<file path="config.mk">
export PLATFORM = sky130hd
export DESIGN_NAME = vedic_seq_mult16
export DESIGN_NICKNAME = d
export VERILOG_FILES = /design/src/rtl/vedic_pkg.sv /design/src/rtl/vedic_4bit.sv /design/src/rtl/vedic_seq_mult16.sv
export SDC_FILE = /design/constraint.sdc
export NUM_CORES = 1
export LEC_CHECK = 0
export BUFFER_PORTS_ARGS = -buffer_cell sky130_fd_sc_hd__buf_2
export CAP_MARGIN = 20
export CORE_UTILIZATION = 50
export DETAILED_ROUTE_END_ITERATION = 8
export MAX_ROUTING_LAYER = met4
export PLACE_DENSITY = 0.7
export SLEW_MARGIN = 15
export SYNTH_ARGS = -nofsm -noshare
export SYNTH_HDL_FRONTEND = slang
export SYNTH_SLANG_ARGS = --single-unit
</file>
<file path="constraint.sdc">
create_clock -name clk -period 6.75 [get_ports clk]
set_input_delay 1.35 -clock clk [delete_from_list [all_inputs] [get_ports clk]]
set_output_delay 1.35 -clock clk [all_outputs]
set_load 0.01 [all_outputs]
</file>
<file path="src/rtl/vedic_pkg.sv">
// Shared widths and FSM encoding for the sequential vedic multiplier.
package vedic_pkg;

  localparam int unsigned OP_W   = 16;
  localparam int unsigned NIB_W  = 4;
  localparam int unsigned PROD_W = 32;
  localparam int unsigned PP_W   = 8;

  typedef enum logic [1:0] {
    IDLE = 2'd0,
    CALC = 2'd1,
    DONE = 2'd2
  } state_e;

endpackage

</file>
<file path="src/rtl/vedic_4bit.sv">
// 4x4 unsigned vedic multiplier built from four 2x2 urdhva blocks; purely combinational.
module vedic_4bit (
  input  logic [3:0] a,
  input  logic [3:0] b,
  output logic [7:0] p
);

  function automatic logic [3:0] mul2(input logic [1:0] x, input logic [1:0] y);
    logic [3:0] r;
    r = {2'b00, x & {2{y[0]}}} + {1'b0, x & {2{y[1]}}, 1'b0};
    return r;
  endfunction

  logic [3:0] q0, q1, q2, q3;

  always_comb begin
    q0 = mul2(a[1:0], b[1:0]);
    q1 = mul2(a[3:2], b[1:0]);
    q2 = mul2(a[1:0], b[3:2]);
    q3 = mul2(a[3:2], b[3:2]);
    p  = {4'b0000, q0} + {2'b00, q1, 2'b00} + {2'b00, q2, 2'b00} + {q3, 4'b0000};
  end

endmodule

</file>
<file path="src/rtl/vedic_seq_mult16.sv">
// Iterative 16x16 unsigned multiplier: one vedic_4bit core walks all 16 nibble pairs and
// shift-accumulates the partial products.
module vedic_seq_mult16
  import vedic_pkg::*;
#(
  parameter bit ZERO_SKIP = 1'b1
) (
  input  logic              clk,
  input  logic              rst,
  input  logic              in_valid,
  output logic              in_ready,
  input  logic [OP_W-1:0]   a,
  input  logic [OP_W-1:0]   b,
  output logic              out_valid,
  input  logic              out_ready,
  output logic [PROD_W-1:0] product,
  output logic              busy
);

  state_e              state_q;
  logic [OP_W-1:0]     a_q, b_q;
  logic [PROD_W-1:0]   acc_q, product_q;
  logic [3:0]          idx_q;

  logic [1:0]          i_sel, j_sel;
  logic [NIB_W-1:0]    a_nib, b_nib;
  logic [PP_W-1:0]     pp;
  logic [4:0]          shamt;
  logic [PROD_W-1:0]   term, acc_sum;

  assign i_sel = idx_q[3:2];
  assign j_sel = idx_q[1:0];
  assign a_nib = a_q[{i_sel, 2'b00} +: NIB_W];
  assign b_nib = b_q[{j_sel, 2'b00} +: NIB_W];

  vedic_4bit u_core (
    .a (a_nib),
    .b (b_nib),
    .p (pp)
  );

  // Nibble weight is 4*(i+j); max shift 24 keeps every term inside 32 bits.
  assign shamt   = {({1'b0, i_sel} + {1'b0, j_sel}), 2'b00};
  assign term    = {{(PROD_W - PP_W){1'b0}}, pp} << shamt;
  assign acc_sum = acc_q + term;

  always_ff @(posedge clk) begin
    if (rst) begin
      state_q   <= IDLE;
      a_q       <= '0;
      b_q       <= '0;
      acc_q     <= '0;
      idx_q     <= '0;
      product_q <= '0;
    end else begin
      unique case (state_q)
        IDLE: begin
          if (in_valid) begin
            a_q   <= a;
            b_q   <= b;
            acc_q <= '0;
            idx_q <= '0;
            if (ZERO_SKIP && (a == '0 || b == '0)) begin
              product_q <= '0;
              state_q   <= DONE;
            end else begin
              state_q <= CALC;
            end
          end
        end
        CALC: begin
          acc_q <= acc_sum;
          idx_q <= idx_q + 4'd1;
          if (idx_q == 4'd15) begin
            product_q <= acc_sum;
            state_q   <= DONE;
          end
        end
        DONE: begin
          if (out_ready) state_q <= IDLE;
        end
        default: state_q <= IDLE;
      endcase
    end
  end

  assign in_ready  = (state_q == IDLE);
  assign out_valid = (state_q == DONE);
  assign busy      = (state_q == CALC) || (state_q == DONE);
  assign product   = product_q;

endmodule

</file>
==> flow_summary.toml <==
[outcome]
status = "finished, final reports clean"

[clock_tree]
root_buffer = "clkbuf_16"
htree_levels = 3
clockBufferDepth = 2
cts_buffers = 9
cts_tree = "done"
numClockSinks = 102
post-cts-setup-buffer-count = 0
clk_pin_slew_worst_paths_ns = 0.08
insertion_delay_ns = 0.36

[sta]
drv_slew = 0
fin_crit_sh_pct = 92.8
rsz0062_at_grt = "no"
hold_viol = 0
min_period_ns = 6.27
finalSetupTns_ns = 0
clock_skew_ns = 0.0123
relSlewSlack_pct = 32.5
setup_viol = 0
timing.fmax_mhz = 160
hold_slack_ns = 0.453
worstMarginPinSlew_ns = 1.01

[setup_path]
path_class = "register to register"
reg2regPathDepth = 21
crit_required_ns = 7.00
end_kind = "register"
cp_data_arrival_time_ns = 6.52
critPathMaxFanout = 9
cp-start-kind = "register"

[pwr]
leakagePower_nw = 3.01
vdd_drop_max_mv = 0.394
p_per_area_nw_per_um2 = 245

[synth]
synth.net_count = 901
ys_warn_count = 0
ys_types = 53
synth-seq-cells = 102
syn_avg_cell_area_um2 = 7.90
ys_seq_area_share_pct = 32.0
async_flop_share_pct = 0
synth_edf_count = 0
synth_area_um2 = 6390
postSynthCellCount = 809
synth-main-ff-cell = "dfxtp_1"

[routing]
drt-vias-per-instance = 5.74
via_count = 5863
first_pass_iters = 6
ant_nets = 0
drt_wl_total_mm = 16.3
drc = 0
wl_per_cell_um = 16.0
initialDrtViolationCount = 462

[cells_and_area]
layout-drive-gt1-share_pct = 13.1
nets = 941
synthToLayoutAreaGrowth_pct = 11.6
fin_util_pct = 58.4
diodes = 0

[worst_hold_path]
hold_class = "register to register"
min_path_cells = 2

[floorplanning]
num_rows = 40
core-area_um2 = 12200
die_h_um = 115
initial_utilization_pct = 52.3
fp.dieW_um = 115
ios = 71
fp.dieArea_um2 = 13200

[global_routing]
grt_pass1_vias = 5538
track_usage_pct = 26.8
grt_pass1_wl_mm = 26.8
overflow = 0
grt_max_degree = 62
grt_antenna_before_repair = 0

[placed_design]
dp_hpwl_mm = 12.4
gp_congestion = 0.902
io_buffers = 70

[run]
cap_violations = 0
metrics by stage:
stage	instance area, um^2	power (mW)	setup WS (ns)	std cells
4_1_cts	7110	1.74	0.335	1021
2_1_floorplan	6390	1.07	0.879	809
3_3_place_gp	6820	1.22	0.504	1005
3_5_place_dp	6820	1.23	0.360	1005
5_1_grt	7130	1.84	0.0793	1022
6_report	7130	1.74	0.484	1022
cells by family (layout without fill, tap and decap cells):
| logic type | Yosys count | in the layout | share of synthesized area (%) |
|---|---|---|---|
| xor+xnor | 32 | 32 | 4.39 |
| buf+inv | 69 | 114 | 4.11 |
| mux | 15 | 15 | 3.94 |
| fa+ha+maj | 56 | 56 | 11.8 |
| simple gates | 324 | 324 | 23.0 |
| compound gates | 211 | 211 | 20.8 |
| flops | 102 | 102 | 32.0 |
critical path, cell delays in order, from the launching register on:
cell	delay, ns
dfxtp_2	0.47
mux4_2	0.59
and2_1	0.19
ha_1	0.19
ha_1	0.32
xnor2_1	0.26
fa_1	0.49
ha_1	0.33
a21o_1	0.18
a21oi_1	0.17
xnor2_1	0.13
mux2i_1	0.35
nor3_1	0.09
ha_1	0.36
and3_1	0.20
o2bb2ai_1	0.11
nor2_1	0.42
o21ai_1	0.25
a21oi_1	0.43
o21ai_0	0.19
xor2_1	0.19
a22o_1	0.22
sequential cells by signal, indices dropped and copies added (netlist names):
name and count:
product 32, acc_q 32, a_q 16, b_q 16, state_q 2, idx_q 4
layout by cell type (no fill, tap or decap), types with 10 or more instances in the layout:
master	count
nor2_1	70
dfxtp_1	100
and2_1	26
nor2b_1	10
nand3_1	35
a22o_1	18
buf_2	70
a21oi_1	101
nand2_1	131
nand4_1	12
xnor2_1	18
o21ai_0	26
nor3_1	13
xor2_1	14
inv_1	21
ha_1	49
cell type report:
| cell class | instances | area [um^2] |
|---|---|---|
| multi-input cells | 638 | 4100 |
| clock inverters | 7 | 62.6 |
| well taps | 168 | 210 |
| flip-flops and latches | 102 | 2040 |
| fillers | 1181 | 5080 |
| inverters | 21 | 78.8 |
| clock buffers | 9 | 225 |
| repair buffers | 77 | 410 |
worst paths after layout:
path	start	endpoint	slack, ns
worst min register to register	product[1]	product[1]	0.45
worst max-delay path	idx_q[0]	acc_q[27]	0.48
worst max register to register	idx_q[0]	acc_q[27]	0.48
worst min-delay path	product[1]	product[1]	0.45
synth_stat cells, types with 18 or more instances:
master / instances / share of area [%]
a21oi_1: 102 / 8.0
a22o_1: 18 / 2.5
and2_1: 26 / 2.5
clkbuf_1: 40 / 2.4
dfxtp_1: 102 / 32
ha_1: 49 / 9.6
inv_1: 21 / 1.2
nand2_1: 131 / 7.7
nand3_1: 35 / 2.7
nor2_1: 70 / 4.1
o21ai_0: 26 / 2.0
xnor2_1: 18 / 2.5
routing by layer:
layer / vias to the layer above / GRT usage [%] / share of wire, %
met4: 0 / 8.66 / 1.7
met5: - / - / 0
met1: 2751 / 32.9 / 46
met3: 15 / 4.22 / 4.3
li1: 2941 / - / -
met2: 156 / 44.8 / 48
where the power goes:
| group | leakage, nW | total, mW | switching (mW) | internal (mW) |
|---|---|---|---|---|
| registers | 0.827 | 0.679 | 0.0325 | 0.646 |
| logic | 2.04 | 0.551 | 0.392 | 0.159 |
| clock network | 0.144 | 0.516 | 0.257 | 0.259 |
timing repair:
| action | CTS | global route |
|---|---|---|
| hold buffers | 0 | 0 |
| gates resized for setup | 0 | 3 |
| endpoints found under the hold margin | 0 | 0 |
| endpoints found under the setup margin | 0 | 13 |
No activity file was read; power rests on OpenSTA's default activity.
